--- src/rtl/fetch_unit.sv ---
// Instruction-fetch unit: PC register, next-PC select, writable branch tables and link stack.
// Build option: FETCH_LINK_STACK_EN compiles in the link stack, call/ret handling and stack_err.
module fetch_unit #(
  parameter int unsigned     PC_W        = 16,
  parameter int unsigned     LUT_IW      = 4,
  parameter int unsigned     STACK_DEPTH = 4,
  parameter logic [PC_W-1:0] PROG_END    = PC_W'(16'hFFFF)
) (
  input  logic              CLK,
  input  logic              START,
  input  logic              stall,
  input  logic              branch_abs,
  input  logic              branch_rel_z,
  input  logic              branch_rel_nz,
  input  logic              call,
  input  logic              ret,
  input  logic              zero_flag,
  input  logic [LUT_IW-1:0] lut_idx,
  input  logic              lut_we,
  input  logic              lut_wsel,
  input  logic [LUT_IW-1:0] lut_waddr,
  input  logic [PC_W-1:0]   lut_wdata,
  output logic [PC_W-1:0]   PC,
  output logic              DONE,
  output logic              stack_err
);

  if (STACK_DEPTH < 1) begin : g_bad_depth
    $error("fetch_unit: STACK_DEPTH must be at least 1");
  end

  logic [PC_W-1:0] rel_tab [2**LUT_IW];
  logic [PC_W-1:0] abs_tab [2**LUT_IW];
  logic [PC_W-1:0] pc_q, next_pc, pc_inc, abs_tgt, rel_tgt;
  logic            done_q, rel_take;

  always_comb begin
    pc_inc   = pc_q + PC_W'(1);
    abs_tgt  = abs_tab[lut_idx];
    rel_tgt  = pc_q + rel_tab[lut_idx];
    rel_take = (branch_rel_z && zero_flag) || (branch_rel_nz && !zero_flag);
  end

`ifdef FETCH_LINK_STACK_EN
  localparam int unsigned     SP_W   = $clog2(STACK_DEPTH + 1);
  localparam logic [SP_W-1:0] SP_MAX = SP_W'(STACK_DEPTH);

  // Storage is sized to the pointer range so sp can index it directly; only
  // entries below STACK_DEPTH are ever written.
  logic [PC_W-1:0] stack [2**SP_W];
  logic [SP_W-1:0] sp_q, sp_top;
  logic            push, pop, err_set, err_q;

  always_comb begin
    next_pc = pc_inc;
    push    = 1'b0;
    pop     = 1'b0;
    err_set = 1'b0;
    sp_top  = sp_q - SP_W'(1);
    if (done_q || stall) begin
      next_pc = pc_q;
    end else if (ret) begin
      if (sp_q == '0) begin
        err_set = 1'b1;
      end else begin
        next_pc = stack[sp_top];
        pop     = 1'b1;
      end
    end else if (call) begin
      if (sp_q == SP_MAX) begin
        err_set = 1'b1;
      end else begin
        next_pc = abs_tgt;
        push    = 1'b1;
      end
    end else if (branch_abs) begin
      next_pc = abs_tgt;
    end else if (rel_take) begin
      next_pc = rel_tgt;
    end
  end

  always_ff @(posedge CLK) begin
    if (START) begin
      sp_q  <= '0;
      err_q <= 1'b0;
    end else begin
      if (push)     sp_q <= sp_q + SP_W'(1);
      else if (pop) sp_q <= sp_top;
      if (err_set)  err_q <= 1'b1;
    end
  end

  always_ff @(posedge CLK) begin
    if (!START && push) stack[sp_q] <= pc_inc;
  end

  assign stack_err = err_q;
`else
  always_comb begin
    next_pc = pc_inc;
    if (done_q || stall) begin
      next_pc = pc_q;
    end else if (ret) begin
      next_pc = pc_inc;
    end else if (call || branch_abs) begin
      next_pc = abs_tgt;
    end else if (rel_take) begin
      next_pc = rel_tgt;
    end
  end

  assign stack_err = 1'b0;
`endif

  always_ff @(posedge CLK) begin
    if (START) begin
      pc_q   <= '0;
      done_q <= 1'b0;
      for (int unsigned i = 0; i < 2**LUT_IW; i++) begin
        rel_tab[i] <= '0;
        abs_tab[i] <= '0;
      end
    end else begin
      pc_q <= next_pc;
      if (next_pc == PROG_END) done_q <= 1'b1;
      if (lut_we) begin
        if (lut_wsel) abs_tab[lut_waddr] <= lut_wdata;
        else          rel_tab[lut_waddr] <= lut_wdata;
      end
    end
  end

  assign PC   = pc_q;
  assign DONE = done_q;

endmodule

--- config.mk ---
export PLATFORM = sky130hd
export DESIGN_NAME = fetch_unit
export DESIGN_NICKNAME = d
export VERILOG_FILES = /design/src/rtl/fetch_unit.sv
export SDC_FILE = /design/constraint.sdc
export NUM_CORES = 1
export LEC_CHECK = 0
export CORE_ASPECT_RATIO = 1.25
export CORE_MARGIN = 3
export CORE_UTILIZATION = 63
export CTS_CLUSTER_SIZE = 24
export DETAILED_ROUTE_END_ITERATION = 12
export GPL_TIMING_DRIVEN = 0
export HOLD_SLACK_MARGIN = 0.15
export PLACE_DENSITY = 0.83
export SLEW_MARGIN = 0
export SYNTH_ARGS = -nofsm -noshare
export SYNTH_HDL_FRONTEND = slang
export SYNTH_SLANG_ARGS = --single-unit
--- constraint.sdc ---
create_clock -name CLK -period 7.9 [get_ports CLK]
set_clock_uncertainty 0.2 [all_clocks]
set_input_delay 1.58 -clock CLK [delete_from_list [all_inputs] [get_ports CLK]]
set_output_delay 1.58 -clock CLK [all_outputs]
set_load 0.05 [all_outputs]
Yosys cells after proc, flatten, opt, wreduce, memory -nomap -nowiden
Memories as Yosys holds them, arrays and structs flattened.
Index checks and enable logic that the tools add are counted.
Word-level totals
  input bits: 35
  bits in read-only memories: 0
  output and inout port bits: 18
  word-level logic and storage cells: 35
  memories kept: 2
  bits in latches: 0
  bits in writable memories: 512
  register bits after elaboration: 17
Memory list
  abs_tab: words 16, bits a word 16, rd ports 1, clocked after memory_dff 0, wr ports 16, RTL line 33  | logic [PC_W-1:0] abs_tab [2**LUT_IW];
  rel_tab: words 16, bits a word 16, rd ports 1, clocked after memory_dff 0, wr ports 16, RTL line 32  | logic [PC_W-1:0] rel_tab [2**LUT_IW];
Operators by class
  mux-type cells: 20
  equal/unequal tests: 1
  div/mod/pow operators: 0
  bitwise gates (word level): 0
  magnitude comparators: 0
  reduce and logical (&&, ||, !) cells: 8
  shift-type cells: 0
  multipliers: 0
  $add $sub $neg: 2
Operators with widths (count)
  $mux W16: 6
  $reduce_or A16 Y1: 2
  $add A16 B1 Y16 const B: 1
  $add A16 B16 Y16: 1
  $eq A16 B16 Y1 const B: 1
  $mux W1: 12
  $mux W4: 2
  $logic_or A1 B1 Y1: 3
  $logic_and A1 B1 Y1: 2
  $logic_not A1 Y1: 1

Depth between registers and ports, before layout
  depth in word-level cells: 8
  gate-level depth with buffers: 19
  depth with buffers taken out: 13

Least setup slack after synthesis
OpenSTA, ideal clock, no wires.
  path kind: input to register
  start: in lut_idx[0]
  end: reg done_q, in the netlist DONE
  path slack: 1.386 ns
  required time: 7.604 ns
  path buffers: 6
  arrival: 6.218 ns
  stages on the path: 19
  setup time: 0.096 ns
  path through: buf_4 > buf_6 > buf_6 > buf_4 > buf_4 > buf_2 > mux4_2 > mux4_2 > ha_1 > fa_1 > a211oi_2 > o21ai_1 > a31oi_1 > o21ai_2 > nand3_1 > o221ai_1 > a21o_1 > or4b_1 > o41ai_2
Between the ends
  cells in the longest elaborated chain, start to end: 7
  elaborated cells between the ends (all ways): 8
  those cells by class: 1 x add/sub; 1 x eq/ne; 4 x mux; 2 x memory
RTL lines
  from (decl): RTL line 18  | input logic [LUT_IW-1:0] lut_idx,
  $mem_v2 Z16 W16
  $add A16 B16 Y16: RTL line 40  | rel_tgt = pc_q + rel_tab[lut_idx];
  $mux W16: RTL line 108  | end else if (rel_take) begin
  $mux W16 (*): RTL line 106  | end else if (call || branch_abs) begin
  $mux W16 (*): RTL line 104  | end else if (ret) begin
  $mux W16 (*): RTL line 102  | if (done_q || stall) begin
  $eq A16 B16 Y1 (*): RTL line 126  | if (next_pc == PROG_END) done_q <= 1'b1;
  to (signal assigned): RTL line 119  | done_q <= 1'b0;
  to (signal assigned): RTL line 126
  to (decl): RTL line 35  | logic done_q, rel_take;
Mark *: on every way between the ends. The rest lies on a longest branch, timed or not.
A chain may end at the register's enable or synchronous reset.

Worst setup path in the final report
  start: in lut_idx[1]
  end: reg done_q, in the netlist DONE
Same word-level chain as after synthesis.

==> results.md <==
- The per-instance average area after synthesis is 14.4 um2.
- The maximum count of clock buffers along a single path is 3.
- By instance count, the cell type seen most on the critical path is buf_6.
- After the first detailed-routing iteration, the DRC count stood at 2,415.
- The die is 186 um wide.
- The largest single stage delay on the critical path is 0.62 ns.
- The routed length per placed instance is 30.1 um.
- The die covers 0.0429 mm2.
- The I/O pin count is 53.
- The minimum clock period after layout is 7.17 ns.
- Summing all flip-flop and latch instances after layout gives 0.0157 mm2.
- The number of maximum-capacitance constraint violations is 0.
- Among all flip-flop cells after synthesis, the most frequent one is edfxtp_1.
- Once the floorplan was initialized, standard cells occupied 64.4% of the core.
- Broken down by cell family, the worst path's largest delay share belongs to buffers and inverters.
- The number of clock buffers inserted by TritonCTS is 49.
- The largest total area in the synthesized netlist belongs to edfxtp_1.
- The number of sinks handled by clock tree synthesis is 529.
- The count of synthesis-stage warnings from yosys is 0.
- STA classifies the critical path startpoint as a primary input.
- The share of final-layout standard cells stronger than drive strength 1 is 15.0%.
- The signal on the critical path passes through buf_6 > buf_6 > buf_4 > buf_6 > buf_2 > clkbuf_1 > mux4_2 > mux4_2 > ha_1 > fa_1 > a211oi_2 > o21ai_1 > a31oi_1 > o21ai_2 > xor2_1 > nand2_1 > a32oi_1 > or4b_1 > o41ai_2.
- Entering global routing, the biggest net connects 17 pins.
- The H-tree was split into 2 levels.
- The sum of negative setup slack is 0 ns.
- The post-route antenna net violation count is 0.
- The placer congestion estimate is 0.955.
- Sorting the synthesized cells by how often they occur yields and2_1, edfxtp_1, mux4_2, clkbuf_1, nor2_1.
- Setup violations remaining at the end of the flow were counted as 0.
- The synthesized netlist net count is 1,818.
- After synthesis the cells add up to 0.0255 mm2.
- The die is 231 um tall.
- By area the synthesized netlist is led by edfxtp_1, and2_1, mux4_2.
- The most repeated cell in the gate-level netlist after synthesis is and2_1.
- The areal power density over the cells is 225 mW/mm2.
- The transition time at the pin with the least slew margin is 1.40 ns.
- Clock tree synthesis selected as its root buffer the cell clkbuf_16.
- The number of hold buffers added after CTS is 0.
- The number of hold-slack violations in the final timing report is 0.
- The number of cells upsized or downsized after cts is 0.
- The floorplan has 81 rows.
- The area of the core is 0.0395 mm2.
- The layout net count is 1,918.
- The via count of the first global-routing pass came to 16,410.
- At the worst endpoint, the arrival time is 7.45 ns.
- Summed over all cells, the static leakage comes to 9.84 nW.
- The worst path uses 90.8% of the clock period.
- The initial antenna violation count is 1.
- The final-report max-slew violation count is 0.
- The total design power is 0.00633 W.
- The worst-case IR drop observed on VDD is 0.000188 V.
- Wires add up to 72,500 um.
- Together, buffers and inverters on the worst path number 6.
- Across all hold checks on the routed design, the worst slack comes to 0.371 ns.
- The flow ran to the end, and the final reports show no timing, DRC or antenna violations.
- The worst hold path passes through 2 cells.
- The async set-or-reset flop fraction in the synthesized netlist is 0%.
- The worst relative slew slack is 4.03%.
- Detailed routing inserted a total of 16,276 vias.
- Relative to the synthesized area, the layout overhead comes to 10.5%.
- Post-CTS timing repair inserted 0 buffers for setup.
- The first-pass GRT wire length is 106,000 um.
- After clock tree synthesis, the clock-pin slew on the worst setup and hold paths is 0.07 ns.
- Buffers placed on the I/O ports in this run total 48.
- Setup repair after global routing left no endpoint under its margin.
- The type of element capturing the critical path is a flop.
- Global routing finished with a remaining overflow of 0.
- The pre-antenna-repair detailed-routing pass consisted of 6 iterations.
- The timing-limited maximum frequency is 139 MHz.
- The estimated wirelength of the detail-placed design is 50,300 um.
- The later pin in the worst-skew pair is clocked with a latency of 0.58 ns.
- The required time of the worst setup path is 8.18 ns.
- The synthesized instance count is 1,766.
- The overall fraction of global-route tracks in use is 34.4%.
- The clock tree from TritonCTS is yes.
- The logic depth of the worst path, buffers included is 19.
- The slowest library cell on the worst path is clkbuf_1.
- The combined area of the multi-input logic cells is 0.00906 mm2.
- The tightest min-delay check is of the reg -> reg type.
- The number of DRC violations after detailed routing is 0.
- The synthesized design contains 512 enable-type register cells.
- The synthesized design devotes to its leading area cell type 60.4% of total area.
- The filler cell count in the final layout is 2,571.
- In this run the worst path has a maximum fanout of 10.
- Synthesis inferred 529 register bits.
- The sequential area share after synthesis is 61.7%.
- The number of distinct library cell variants in the gate-level netlist after synthesis is 64.
- The number of cell instances on the worst register-to-register path is 13.
- The critical path class is in -> reg.
- The average vias per placed instance is 6.77.
[worst reg2reg max path, stage by stage, from the launching register on]
cell,delay [ns]
edfxtp_1,0.38
mux4_2,0.53
mux4_2,0.60
ha_1,0.26
fa_1,0.45
a211oi_2,0.30
o21ai_1,0.14
a31oi_1,0.32
o21ai_2,0.15
xor2_1,0.19
nand2_1,0.08
a32oi_1,0.28
or4b_1,0.48
o41ai_2,0.27
[layout by cell type, fill, tap and decap left out, types with 6 or more instances in the layout]
master and count:
nor4_1 7, and2_1 515, xor2_1 8, clkdlybuf4s50_1 48, or2_2 33, a31oi_1 9
mux2i_1 30, and3_1 6, nand2_1 42, inv_1 7, buf_6 9, a21oi_1 43
a21o_1 6, xnor2_1 8, nor2_1 80, mux4_2 135, edfxtp_1 512, o21ai_1 14
nor2b_1 12, nand3_1 14, ha_1 16, clkinv_2 6, buf_4 11, o22ai_1 7
nand2b_1 8, buf_2 14, o21ai_0 15, clkinv_1 12, nor3_1 6, dfxtp_1 17
clkbuf_16 50, clkbuf_1 115, mux2_2 10
[per-layer routing]
metal | up-vias | GRT usage (%) | wire [um] | share of wire [%]
met1 | 8147 | 44.4 | 24800 | 34
met4 | 0 | 21.5 | 5820 | 8.0
met3 | 258 | 6.54 | 7570 | 10
met5 | - | 0 | 0 | 0
met2 | 1160 | 54.3 | 34300 | 47
li1 | 6711 | - | - | -
[metrics by stage]
| stage | setup slack, ns | cells | instance area, um2 | util (%) |
|---|---|---|---|---|
| final | 0.730 | 2405 | 28100 | 71.2 |
| after global placement | 0.319 | 2312 | 26600 | 67.2 |
| after floorplan | 1.39 | 1766 | 25500 | - |
| after CTS | 0.819 | 2401 | 28100 | 71.1 |
| after global routing | 0.572 | 2401 | 28100 | 71.1 |
| after detailed placement | 0.270 | 2313 | 26600 | 67.2 |
[kinds of logic after synthesis]
| family | share of synthesized area [%] |
|---|---|
| AND/OR/NAND/NOR | 17.2 |
| AO/OA/AOI/OAI | 3.38 |
| multiplexers | 13.6 |
| flip-flops | 61.7 |
| adder cells (fa/ha/maj) | 0.865 |
| buffers and inverters | 2.66 |
| other | 0.0147 |
| XOR/XNOR | 0.551 |
[state kept, by name, summed over array words and instances (netlist names)]
name     count
PC          16
rel_tab    256
DONE         1
abs_tab    256
[final timing paths]
path	from	end	slack, ns
max reg2reg	rel_tab[12][0]	DONE	3.19
min	DONE	DONE	0.37
max	lut_idx[1]	DONE	0.73
min reg2reg	DONE	DONE	0.37
[final cells by class]
cell class | instances | area share (%)
Sequential cell | 529 | 55.9
Multi-Input combinational cell | 1090 | 32.2
Clock buffer | 60 | 4.58
Buffer | 138 | 2.29
Tap cell | 498 | 2.22
Timing Repair Buffer | 49 | 1.73
Clock inverter | 28 | 0.961
Inverter | 9 | 0.120
Antenna cell | 4 | 0.0356
[power by group]
group / switching, W / total [W] / internal (W)
registers: 0.0000589 / 0.00328 / 0.00322
clock network: 0.00104 / 0.00236 / 0.00132
logic: 0.000438 / 0.000696 / 0.000258
Note: power is estimated with default switching activity, not from simulation.
